### src/rtl/rr_arbiter.sv
// Round-robin / fixed-priority arbiter with registered one-hot grant.
// A grant is held until done or until the holder drops its request.
module rr_arbiter #(
    parameter int unsigned WORD_WIDTH = 4,
    parameter int unsigned MODE       = 0,
    parameter int unsigned IDX_WIDTH  = $clog2(WORD_WIDTH)
) (
    input  logic                  clk,
    input  logic                  rst,
    input  logic [WORD_WIDTH-1:0] reqs,
    input  logic                  done,
    output logic [WORD_WIDTH-1:0] grants,
    output logic                  grant_valid,
    output logic [IDX_WIDTH-1:0]  grant_idx
);

    localparam logic [0:0] IDLE = 1'b0;
    localparam logic [0:0] BUSY = 1'b1;

    localparam logic [WORD_WIDTH-1:0] ONE      = WORD_WIDTH'(1);
    localparam logic [WORD_WIDTH-1:0] LAST_RST = {1'b1, {(WORD_WIDTH-1){1'b0}}};

    logic [0:0]            state_q, state_d;
    logic [WORD_WIDTH-1:0] last_q, last_d;
    logic [WORD_WIDTH-1:0] grants_q, grants_d;
    logic                  valid_q, valid_d;
    logic [IDX_WIDTH-1:0]  idx_q, idx_d;

    logic                  holder_req;
    logic                  release_grant;
    logic [WORD_WIDTH-1:0] cand;
    logic [WORD_WIDTH-1:0] above_last;
    logic [WORD_WIDTH-1:0] masked;
    logic [WORD_WIDTH-1:0] rr_pick;
    logic [WORD_WIDTH-1:0] fp_pick;
    logic [WORD_WIDTH-1:0] winner;
    logic [IDX_WIDTH-1:0]  winner_idx;

    // The holder is excluded from candidates so a release re-arbitrates among the others.
    always_comb begin
        holder_req    = |(reqs & grants_q);
        release_grant = (state_q == BUSY) && (done || !holder_req);
        cand          = (state_q == BUSY) ? (reqs & ~grants_q) : reqs;
    end

    // Bits strictly above the one-hot pointer; empty when the pointer is the MSB.
    always_comb begin
        above_last = ~(last_q | (last_q - ONE));
        masked     = cand & above_last;
        rr_pick    = (|masked) ? (masked & (~masked + ONE)) : (cand & (~cand + ONE));
        fp_pick    = cand & (~cand + ONE);
        winner     = (MODE == 1) ? fp_pick : rr_pick;
    end

    always_comb begin
        winner_idx = '0;
        for (int i = 0; i < WORD_WIDTH; i++) begin
            if (winner[i]) begin
                winner_idx = winner_idx | IDX_WIDTH'(i);
            end
        end
    end

    always_comb begin
        state_d  = state_q;
        last_d   = last_q;
        grants_d = grants_q;
        valid_d  = valid_q;
        idx_d    = idx_q;
        case (state_q)
            IDLE: begin
                if (|cand) begin
                    state_d  = BUSY;
                    last_d   = winner;
                    grants_d = winner;
                    valid_d  = 1'b1;
                    idx_d    = winner_idx;
                end
            end
            BUSY: begin
                if (release_grant) begin
                    if (|cand) begin
                        last_d   = winner;
                        grants_d = winner;
                        valid_d  = 1'b1;
                        idx_d    = winner_idx;
                    end else begin
                        state_d  = IDLE;
                        grants_d = '0;
                        valid_d  = 1'b0;
                        idx_d    = '0;
                    end
                end
            end
            default: begin
                state_d  = IDLE;
                grants_d = '0;
                valid_d  = 1'b0;
                idx_d    = '0;
            end
        endcase
    end

    always_ff @(posedge clk or posedge rst) begin
        if (rst) begin
            state_q  <= IDLE;
            last_q   <= LAST_RST;
            grants_q <= '0;
            valid_q  <= 1'b0;
            idx_q    <= '0;
        end else begin
            state_q  <= state_d;
            last_q   <= last_d;
            grants_q <= grants_d;
            valid_q  <= valid_d;
            idx_q    <= idx_d;
        end
    end

    assign grants      = grants_q;
    assign grant_valid = valid_q;
    assign grant_idx   = idx_q;

endmodule

### config.mk
export PLATFORM = sky130hd
export DESIGN_NAME = rr_arbiter
export DESIGN_NICKNAME = d
export VERILOG_FILES = /design/src/rtl/rr_arbiter.sv
export SDC_FILE = /design/constraint.sdc
export NUM_CORES = 1
export LEC_CHECK = 0
export BUFFER_PORTS_ARGS = -buffer_cell sky130_fd_sc_hd__buf_4
export CORE_ASPECT_RATIO = 1.75
export CORE_MARGIN = 8
export CORE_UTILIZATION = 30
export DETAILED_ROUTE_END_ITERATION = 8
export SYNTH_ARGS = -nofsm -noshare
export SYNTH_HDL_FRONTEND = slang
export SYNTH_SLANG_ARGS = --single-unit
### constraint.sdc
create_clock -name clk -period 2.2 [get_ports clk]
set_input_delay 0.11 -clock clk [delete_from_list [all_inputs] [get_ports clk]]
set_output_delay 0.11 -clock clk [all_outputs]
set_load 0.02 [all_outputs]
==> summary.txt <==
GRT
  • Initial antenna violation count: 0
  • Global-route wire length before repair: 3477 um
  • Aggregate global-route resource usage: 0.1034
  • Largest net degree at the start of global routing: 13
  • Via count of the first global-routing pass: about 730
  • Gr ovfl total: 0

Drt
  • TritonRoute pass-1 iters: 4
  • Via count: 695
  • WL final: 2136 um
  • Routed WL per cell: 17.23 um
  • Iter 0 DRT Violations: 27
  • DR DRC count: 0
  • Via density: roughly 5.6
  • Post-DRT Antenna Nets: 0

Clock network
  • CTS sink cnt: 12
  • Clock Pin Slew Worst Setup and Hold Paths: approximately 60 ps
  • Worst-Skew Late Latency: 250 ps
  • Maximum level of the CTS H-tree: 1
  • CTS Buffer Depth: 2
  • CTS tree: built
  • CTS root buf: clkbuf_8
  • CTS buffer count: 3

Power
  • LEAKAGE: about 0.43 nW
  • Peak VDD IR: 470.4 uV
  • Pwr per Cell Area: between 1000 and 1500 mW/mm2

Die
  • Die Y: 83.05 um
  • Core box area: around 0.0025 mm2
  • Starting Density: 0.3130
  • Row Count: 24
  • I/O Pins: 14
  • Die X: about 54 um
  • Die ar.: 0.004511 mm2

Cells and area
  • Layout Cells excl Fill: between 100 and 150
  • Share of layout cells above drive strength 1: 0.2755
  • # diodes: 0
  • Commonest cells after routing, fill and taps aside: nand2_1 (14), buf_4 (14), dfrtp_1 (11), nor2b_1 (5), nor2_1 (5)
  • Area growth, synth to finish: 25.00%
  • # nets final: about 110

Min path
  • Hold EP: grants[0]
  • Hold path start: reqs[3]
  • Type of the most critical hold path: in -> reg
  • Hold path depth: 4

Timing
  • Minimum clock period: 2064 ps
  • Slew Limit Fails: 0
  • Setup TNS: 0 ps
  • Hold violation total from the final report: 0
  • Final Cycle Share: 0.9382
  • Final Skew: about 1.1 ps
  • Fmax: between 0.4 and 0.5 GHz
  • Relative slew margins: 0.6573
  • Setup-failing EPs final: 0
  • RSZ-0062 raised after global routing: no
  • Worst Max-Slew Pin Slew: between 500 and 600 ps

Place
  • Port Buffers: 13
  • Final GP Congestion: approximately 0.85
  • Inst Count DP: roughly 120
  • Post-DP HPWL: ~1700 um

Critical path
  • WS Path Type: reg -> reg
  • Critical Path RT: between 2000 and 2500 ps
  • CP Capture Type: flop
  • Startpoint types: flop
  • Worst Reg-to-Reg Cells: 5
  • R2R Setup Slk: ~140 ps
  • R2r startpoint: state_q
  • Max FO, Critical Path: 10
  • Critical Path AT: 2160 ps
  • Worst R2R End: grants[1]

Synthesis
  • Synth unique cells: 38
  • #FFs+latches synth: 12
  • Mapped Nets: a little under 90
  • Yosys warning count: 0
  • Synth Instances: 80
  • Syn avg cell area: between 9 and 10 um2
  • Synthesized area: ~770 um2
  • Seq/Total Area, Yosys: 0.3912

Outcome
  • Run status: finished, final reports clean

Job
  • Max-Cap Viols: 0
-- per-layer routing --
metal  up-vias  track usage  share of wire
li1        340            -              -
met1       334       0.1054           0.38
met2        14       0.1740           0.55
met3         7      0.01250          0.029
met4         0      0.07883          0.048
met5         -            0              0
-- worst max-delay path, stage by stage, from the launching register on --
cell,delay [ps]
dfrtp_1,490
a21boi_1,470
or4_4,270
nor2_2,60
a221oi_1,420
o221ai_1,200
-- repair_timing --
item | 4_1_cts | 5_1_grt
gates resized for setup | 0 | 1
buffers inserted | 0 | 0
endpoints found under the hold margin | 11 | 0
hold buffers | 1 | 0
setup endpoints to repair | 0 | 1
-- stage by stage --
step	worst slack (ps)	utilization	area [um2]	hold WS, ps	power, W
6_report	135.9	0.3913	963.4	202.1	0.001231
5_1_grt	40.67	0.3913	963.4	215.7	0.001321
4_1_cts	138.9	0.3882	955.9	202.9	0.001231
3_3_place_gp	183.4	0.3659	900.9	169.2	0.001008
3_5_place_dp	185.2	0.3659	900.9	180.2	0.001009
2_1_floorplan	475.5	-	770.7	-26.02	0.0008115
-- cell type report --
| class | instances | area [um2] |
|---|---|---|
| multi-input cells | 65 | 461.7 |
| well taps | 26 | 32.53 |
| repair buffers | 15 | 115.1 |
| clock buffers | 4 | 45.04 |
| flip-flops and latches | 12 | 301.5 |
| fillers | 261 | 1499 |
| inverters | 2 | 7.507 |
-- worst max-delay path by stage --
stage / startpoint / to / slack (ps) / depth (start not counted)
finish: state_q / grants[1] / 140 / 5
global placement: state_q / grant_idx[1] / 180 / 5
floorplan: grants[0] / grants[0] / 480 / 5
global route: state_q / grants[1] / 40 / 5
detailed placement: state_q / grants[1] / 190 / 5
CTS: state_q / grant_idx[1] / 140 / 5
-- where the power goes --
group | total [W] | switching [W] | internal [W] | leakage [nW]
sequential | 0.000400 | 0.0000944 | 0.000306 | 0.146
clock | 0.000217 | 0.0000886 | 0.000128 | 0.0228
combinational | 0.000614 | 0.000346 | 0.000268 | 0.261
total | 0.00123 | 0.000529 | 0.000702 | 0.430
-- kinds of logic (layout without fill, tap and decap cells) --
logic type / count (synthesis) / after routing / synth area share
simple gates: 35 / 35 / 0.2452
mux: 1 / 1 / 0.01299
flops: 12 / 12 / 0.3912
compound gates: 29 / 29 / 0.3312
buf+inv: 3 / 21 / 0.01949
-- cells in the mapped netlist, drive strengths merged --
cell type  number  area, um2
o311a           1      10.01
a221oi          1      8.760
buf             1      7.510
o21ai           5      36.28
nor2b           5      31.28
nand2b          1      6.260
a211o           1      8.760
and3            1      6.260
o32ai           2      17.52
o221ai          2      17.52
dfrtp          11      275.3
a21boi          3      26.28
or4b            1      10.01
nand2          14      52.55
nor3            1      5.000
o311ai          2      25.03
a22oi           2      15.01
and2            1      6.260
a21oi           3      15.01
inv             2      7.510
or4             1      11.26
a21o            4      30.03
nand4           1      6.260
and3b           1      8.760
o21ba           1      16.27
a211oi          1      7.510
nor4            1      12.51
nor2            6      25.03
dfstp           1      26.28
mux2i           1      10.01
nand3b          1      7.510
o31ai           1      21.27
-- state kept, by name, indices dropped and copies added, names as in the netlist --
name / count
grant_idx: 2
grant_valid: 1
grants: 4
last_q: 4
state_q: 1
Note: power is estimated with default switching activity, not from simulation.
